$ cat src/rtl/shared_counter_ctrl_pkg.sv
// Shared definitions for the shared counter controller: FSM state encoding and size limits.
// Optional round-robin arbitration is selected with SHARED_COUNTER_CTRL_RR_EN.
package shared_counter_ctrl_pkg;

    typedef enum logic [1:0] {
        IDLE = 2'd0,
        RUN  = 2'd1,
        DONE = 2'd2
    } state_e;

    localparam int CW_DEFAULT = 4;
    localparam int NREQ_MIN   = 2;
    localparam int NREQ_MAX   = 8;

endpackage

$ cat src/rtl/shared_counter_ctrl_if.sv
// Requester-side bus of the shared counter controller; the controller is the slave.
// Handshake: req is a level held until done or withdrawn; grant is one-hot and registered.
interface shared_counter_ctrl_if
    import shared_counter_ctrl_pkg::*;
#(
    parameter int NREQ = 4,
    parameter int CW   = CW_DEFAULT
);
    logic [NREQ-1:0]    req;
    logic [NREQ*CW-1:0] len;
    logic [NREQ-1:0]    grant;
    logic [NREQ-1:0]    done;
    logic               abort;
    logic               busy;
    logic [CW-1:0]      count;
    state_e             state;

    modport master (
        output req, len,
        input  grant, done, abort, busy, count, state
    );

    modport slave (
        input  req, len,
        output grant, done, abort, busy, count, state
    );
endinterface

$ cat src/rtl/shared_counter_pick.sv
// Combinational winner select over the request vector; round-robin from ptr_i when
// SHARED_COUNTER_CTRL_RR_EN is defined, otherwise lowest index wins.
module shared_counter_pick
    import shared_counter_ctrl_pkg::*;
#(
    parameter int NREQ = 4,
    parameter int IW   = $clog2(NREQ)
) (
    input  logic [NREQ-1:0] req_i,
`ifdef SHARED_COUNTER_CTRL_RR_EN
    input  logic [IW-1:0]   ptr_i,
`endif
    output logic [NREQ-1:0] onehot_o,
    output logic [IW-1:0]   idx_o,
    output logic            any_o
);

`ifdef SHARED_COUNTER_CTRL_RR_EN
    int sel;

    always_comb begin
        onehot_o = '0;
        idx_o    = '0;
        any_o    = 1'b0;
        sel      = 0;
        // Scan starting at the pointer, wrapping past the top index.
        for (int i = 0; i < NREQ; i++) begin
            sel = int'(ptr_i) + i;
            if (sel >= NREQ) begin
                sel = sel - NREQ;
            end
            if (!any_o && req_i[IW'(sel)]) begin
                any_o              = 1'b1;
                onehot_o[IW'(sel)] = 1'b1;
                idx_o              = IW'(sel);
            end
        end
    end
`else
    always_comb begin
        onehot_o = '0;
        idx_o    = '0;
        any_o    = 1'b0;
        for (int i = 0; i < NREQ; i++) begin
            if (!any_o && req_i[i]) begin
                any_o       = 1'b1;
                onehot_o[i] = 1'b1;
                idx_o       = IW'(i);
            end
        end
    end
`endif

endmodule

$ cat src/rtl/shared_counter_ctrl.sv
// Shares one CW-bit up-counter among NREQ requesters; arbitrates, loads, runs and compares.
// Define SHARED_COUNTER_CTRL_RR_EN for round-robin arbitration (default: fixed priority).
module shared_counter_ctrl
    import shared_counter_ctrl_pkg::*;
#(
    parameter int NREQ = 4,
    parameter int CW   = CW_DEFAULT
) (
    input  logic                  clk,
    input  logic                  rst,
    shared_counter_ctrl_if.slave  bus
);

    localparam int IW = $clog2(NREQ);

    state_e          state_q;
    logic [NREQ-1:0] grant_q;
    logic [NREQ-1:0] done_q;
    logic            abort_q;
    logic            busy_q;
    logic [CW-1:0]   count_q;
    logic [CW-1:0]   count_d;
    logic [CW-1:0]   len_q;
    logic [CW-1:0]   len_d;

    logic [NREQ-1:0] pick_onehot;
    logic [IW-1:0]   pick_idx;
    logic            pick_any;
    logic            owner_req;

`ifdef SHARED_COUNTER_CTRL_RR_EN
    logic [IW-1:0]   ptr_q;
    logic [IW-1:0]   ptr_d;

    assign ptr_d = (pick_idx == IW'(NREQ - 1)) ? '0 : pick_idx + IW'(1);
`endif

    shared_counter_pick #(
        .NREQ (NREQ),
        .IW   (IW)
    ) u_pick (
        .req_i    (bus.req),
`ifdef SHARED_COUNTER_CTRL_RR_EN
        .ptr_i    (ptr_q),
`endif
        .onehot_o (pick_onehot),
        .idx_o    (pick_idx),
        .any_o    (pick_any)
    );

    always_comb begin
        len_d = '0;
        for (int i = 0; i < NREQ; i++) begin
            if (pick_idx == IW'(i)) begin
                len_d = bus.len[i*CW +: CW];
            end
        end
    end

    assign owner_req = |(bus.req & grant_q);
    assign count_d   = count_q + CW'(1);

    // Outputs are all registered; done/abort default low so they pulse for one cycle.
    always_ff @(posedge clk or posedge rst) begin
        if (rst) begin
            state_q <= IDLE;
            grant_q <= '0;
            done_q  <= '0;
            abort_q <= 1'b0;
            busy_q  <= 1'b0;
            count_q <= '0;
            len_q   <= '0;
`ifdef SHARED_COUNTER_CTRL_RR_EN
            ptr_q   <= '0;
`endif
        end else begin
            done_q  <= '0;
            abort_q <= 1'b0;
            case (state_q)
                IDLE: begin
                    if (pick_any) begin
                        state_q <= RUN;
                        grant_q <= pick_onehot;
                        len_q   <= len_d;
                        count_q <= '0;
                        busy_q  <= 1'b1;
`ifdef SHARED_COUNTER_CTRL_RR_EN
                        ptr_q   <= ptr_d;
`endif
                    end
                end
                RUN: begin
                    // Withdrawal wins over a terminal-count match in the same cycle.
                    if (!owner_req) begin
                        state_q <= IDLE;
                        grant_q <= '0;
                        abort_q <= 1'b1;
                        busy_q  <= 1'b0;
                    end else if (count_q == len_q) begin
                        state_q <= DONE;
                        done_q  <= grant_q;
                    end else begin
                        count_q <= count_d;
                    end
                end
                DONE: begin
                    state_q <= IDLE;
                    grant_q <= '0;
                    busy_q  <= 1'b0;
                end
                default: begin
                    state_q <= IDLE;
                    grant_q <= '0;
                    busy_q  <= 1'b0;
                end
            endcase
        end
    end

    assign bus.grant = grant_q;
    assign bus.done  = done_q;
    assign bus.abort = abort_q;
    assign bus.busy  = busy_q;
    assign bus.count = count_q;
    assign bus.state = state_q;

endmodule

$ cat src/flat_wrapper.sv
// flat-port wrapper written by rule: the top's interface ports become plain ports
module shared_counter_ctrl_flat import shared_counter_ctrl_pkg::*;
#(
    parameter int NREQ = 4,
    parameter int CW   = CW_DEFAULT
)
  (clk, rst, bus_req, bus_len, bus_grant, bus_done, bus_abort, bus_busy, bus_count, bus_state);
  shared_counter_ctrl_if #(.NREQ(NREQ), .CW(CW)) bus_i ();
  input  logic clk;
  input  logic rst;
  input wire logic [$bits(bus_i.req)-1:0] bus_req;
  input wire logic [$bits(bus_i.len)-1:0] bus_len;
  output wire logic [$bits(bus_i.grant)-1:0] bus_grant;
  output wire logic [$bits(bus_i.done)-1:0] bus_done;
  output wire logic [$bits(bus_i.abort)-1:0] bus_abort;
  output wire logic [$bits(bus_i.busy)-1:0] bus_busy;
  output wire logic [$bits(bus_i.count)-1:0] bus_count;
  output wire logic [$bits(bus_i.state)-1:0] bus_state;
  assign bus_i.req = bus_req;
  assign bus_i.len = bus_len;
  assign bus_grant = bus_i.grant;
  assign bus_done = bus_i.done;
  assign bus_abort = bus_i.abort;
  assign bus_busy = bus_i.busy;
  assign bus_count = bus_i.count;
  assign bus_state = bus_i.state;
  shared_counter_ctrl #(.NREQ(NREQ), .CW(CW)) u_core (.clk(clk), .rst(rst), .bus(bus_i));
endmodule
$ cat config.mk
export PLATFORM = sky130hd
export DESIGN_NAME = shared_counter_ctrl_flat
export DESIGN_NICKNAME = d
export VERILOG_FILES = /design/src/rtl/shared_counter_ctrl_pkg.sv /design/src/rtl/shared_counter_ctrl_if.sv /design/src/rtl/shared_counter_pick.sv /design/src/rtl/shared_counter_ctrl.sv /design/src/flat_wrapper.sv
export SDC_FILE = /design/constraint.sdc
export NUM_CORES = 1
export LEC_CHECK = 0
export CAP_MARGIN = 20
export CELL_PAD_IN_SITES_DETAIL_PLACEMENT = 1
export CELL_PAD_IN_SITES_GLOBAL_PLACEMENT = 1
export CORE_ASPECT_RATIO = 1.4
export CORE_MARGIN = 4
export CORE_UTILIZATION = 44
export DETAILED_ROUTE_END_ITERATION = 6
export DONT_BUFFER_PORTS = 1
export GPL_ROUTABILITY_DRIVEN = 0
export GPL_TIMING_DRIVEN = 0
export PLACE_DENSITY = 0.76
export SLEW_MARGIN = 20
export SYNTH_ARGS = -nofsm -noshare
export SYNTH_HDL_FRONTEND = slang
export SYNTH_SLANG_ARGS = --single-unit
$ cat constraint.sdc
create_clock -name clk -period 1.8 [get_ports clk]
set_input_delay 0.45 -clock clk [delete_from_list [all_inputs] [get_ports clk]]
set_output_delay 0.45 -clock clk [all_outputs]
set_load 0.005 [all_outputs]
==> impl_metrics.py <==
metrics = {
    "route": {
        "wl_um": 2410,
        "viasPerCell": 6.30,
        "drtAntennaViolNets": 0,
        "drt_first_pass_iters": 4,
        "wire_per_inst_um": 19.1,
        "post-route-drc-count": 0,
        "drtIter0Drc": 7,
        "num_vias": 794,
    },
    "worst_setup_path": {
        "arrival_ns": 1.87,
        "slowest_delay_ns": 0.54,
        "crit_chain": "xor2_1 > nor3_4 > or4_1 > a21oi_1",
        "rr_worst_depth": 4,
        "crit_required_ns": 2.03,
        "slowest_stage": "or4_1",
        "end_kind": "flop",
        "critPathMaxFanout": 10,
        "cp-start-kind": "flop",
        "crit_type": "flop to flop",
    },
    "timing": {
        "fin_crit_ns": 1.64,
        "clock.fmax_mhz": 610,
        "setup_viol": 0,
        "worst_slack_ns": 0.162,
        "relSlewSlack_pct": 50.4,
        "slew_violations": 0,
        "hold_viol": 0,
        "worst_pin_slew_ns": 0.743,
        "post-route-period-util_pct": 91.0,
        "grt_setup_unrepaired": "yes",
        "skew_ns": 0.000826,
    },
    "die": {
        "core-area_mm2": 0.00218,
        "die_x_um": 48.3,
        "fp.dieH_um": 64.5,
        "die_area_mm2": 0.00312,
        "initial_utilization_pct": 46.0,
        "fp-row-count": 20,
        "ios": 38,
    },
    "synth": {
        "seq_area_frac_synth_pct": 49.9,
        "synth-edff-count": 0,
        "synthArstFlopShare_pct": 100,
        "syn_nets": 123,
        "yosys.area.top_type": "dfrtp_1",
        "synth_area_leaders": "dfrtp_1 50%, o21ai_0 6.0%, nand2_1 4.5%",
        "synth_area_mm2": 0.00100,
        "synth_top_area_share_pct": 49.9,
        "synth_cell_types": 32,
        "ys_ff_latch": 20,
        "syn_area_per_cell_um2": 10.0,
        "yosysWarnings": 0,
        "synth_flop_cell": "dfrtp_1",
        "synthCells": 100,
    },
    "cts": {
        "cts_tree": "built",
        "clockBufferDepth": 2,
        "clkSinkCount": 20,
        "holdBufCountCts": 0,
        "clk_latency_ns": 0.30,
        "cts_root_buf": "clkbuf_4",
        "cts_made_buffers": 3,
        "cts-htree-levels": 1,
        "path_clk_slew_ns": 0.12,
    },
    "place": {
        "pre_cts_ws_ns": 0.0855,
        "hpwlAfterDp_um": 1820,
        "port_buffers": 0,
    },
    "layout": {
        "nets": 128,
        "layout-drive-gt1-share_pct": 11.5,
        "area_growth_pct": 8.99,
        "num_antenna_cells": 0,
    },
    "power": {
        "power_mw": 1.57,
        "leakage_nw": 0.516,
        "power_density_mw_per_mm2": 1440,
        "ir_drop_v": 0.000595,
    },
    "flow_run": {
        "maxCapViolations": 0,
    },
    "global_routing": {
        "grt_max_degree": 21,
        "grt_pass1_wl_um": 4310,
        "grt_overflow": 0,
        "grt_pass1_vias": 899,
        "grt_antenna_before_repair": 0,
        "track_usage_pct": 17.2,
    },
    "hold_path": {
        "hold_class": "primary input to async pin",
    },
    "outcome": {
        "status": "finished, final reports clean",
    },
}
Yosys cell counts, types with 2 or more instances:
cell type and number:
a21o_1 3, xnor2_1 3, nand2_2 2, o21ai_0 12, a32o_1 3, o31ai_1 2
a21oi_1 5, nand2_1 12, and3_1 4, a22oi_1 5, dfrtp_1 20, nand3_1 2
nor2_1 4, nor2b_1 2, inv_1 4
cells in the final DEF (no fill, tap or decap), types with 2 or more instances in the layout:
cell       n
dfrtp_1   20
a21o_1     3
nor2_1     4
nand3_1    2
clkbuf_4   3
nand2_1   12
and3_1     4
a32o_1     3
xnor2_1    3
a21oi_1    5
o31ai_1    2
a22oi_1    5
inv_1      4
o21ai_0   12
nand2_2    2
nor2b_1    2
critical path, delay by kind of cell (launching register included):
kind	cells	cell delay, ns
simple gates	2	0.66
xor+xnor	1	0.27
compound gates	1	0.17
flops	1	0.47
area by class of cell:
type	instances	area (µm²)
fill	252	1080
sequential	20	500
multi-input combinational	74	485
clock inverter	1	30.0
tap	22	27.5
clock buffer	3	22.5
inverter	4	15.0
buffer	2	11.3
path summary, 6_finish.rpt:
| kind | from | to | slack [ns] |
|---|---|---|---|
| setup / recovery | u_core.bus.count[2] | u_core.bus.count[2] | 0.16 |
| hold reg to reg | u_core.len_q[1] | u_core.len_q[1] | 0.52 |
| hold / removal | rst | u_core.bus.done[3] | 0.14 |
| max in group asynchronous | rst | u_core.bus.abort | 1.19 |
| min in group clk | bus_req[0] | u_core.bus.grant[0] | 0.28 |
| setup reg to reg | u_core.bus.count[2] | u_core.bus.count[2] | 0.16 |
logic make-up (layout without fill, tap and decap cells):
logic type	count (synthesis)	after routing	synth area share, %
AOI/OAI and AO/OA	36	36	25.2
and+or+nand+nor	32	32	16.5
DFF	20	20	49.9
buffers and inverters	6	10	2.62
xor gates and xnor gates	4	4	3.50
adders and majority gates	1	1	1.25
muxes	1	1	0.999
where the power goes:
part / leakage, nW / internal, mW / switching (mW)
Combinational: 0.224 / 0.199 / 0.324
Clock: 0.0279 / 0.225 / 0.146
Sequential: 0.264 / 0.561 / 0.113
routing by layer:
metal | vias to the layer above | GRT usage [%] | share of wire (%)
met1 | 384 | 20.9 | 42
met2 | 29 | 29.2 | 52
met4 | 0 | 8.65 | 1.8
li1 | 377 | - | -
met5 | - | 0 | 0
met3 | 4 | 2.30 | 4.6
state kept, by name, indices dropped and copies added (netlist names):
register          count
u_core.bus.abort      1
u_core.bus.busy       1
u_core.bus.count      4
u_core.bus.done       4
u_core.bus.grant      4
u_core.bus.state      2
u_core.len_q          4
stage by stage:
stage                     hold slack, ns  TNS [ns]  cell area, µm²  util [%]  cells
after floorplan                    0.414         0            1000         -    100
after global placement             0.491         0            1030      47.3    122
after detailed placement           0.504         0            1030      47.3    122
after CTS                          0.173         0            1080      49.7    126
after global routing               0.201   -0.0183            1090      50.2    126
final                              0.143         0            1090      50.2    126
repair_timing:
| item | 4_1_cts | 5_1_grt |
|---|---|---|
| endpoints found under the setup margin | 0 | 8 |
| buffers inserted | 0 | 0 |
| gates resized for setup | 0 | 2 |
No activity file was read; power rests on OpenSTA's default activity.
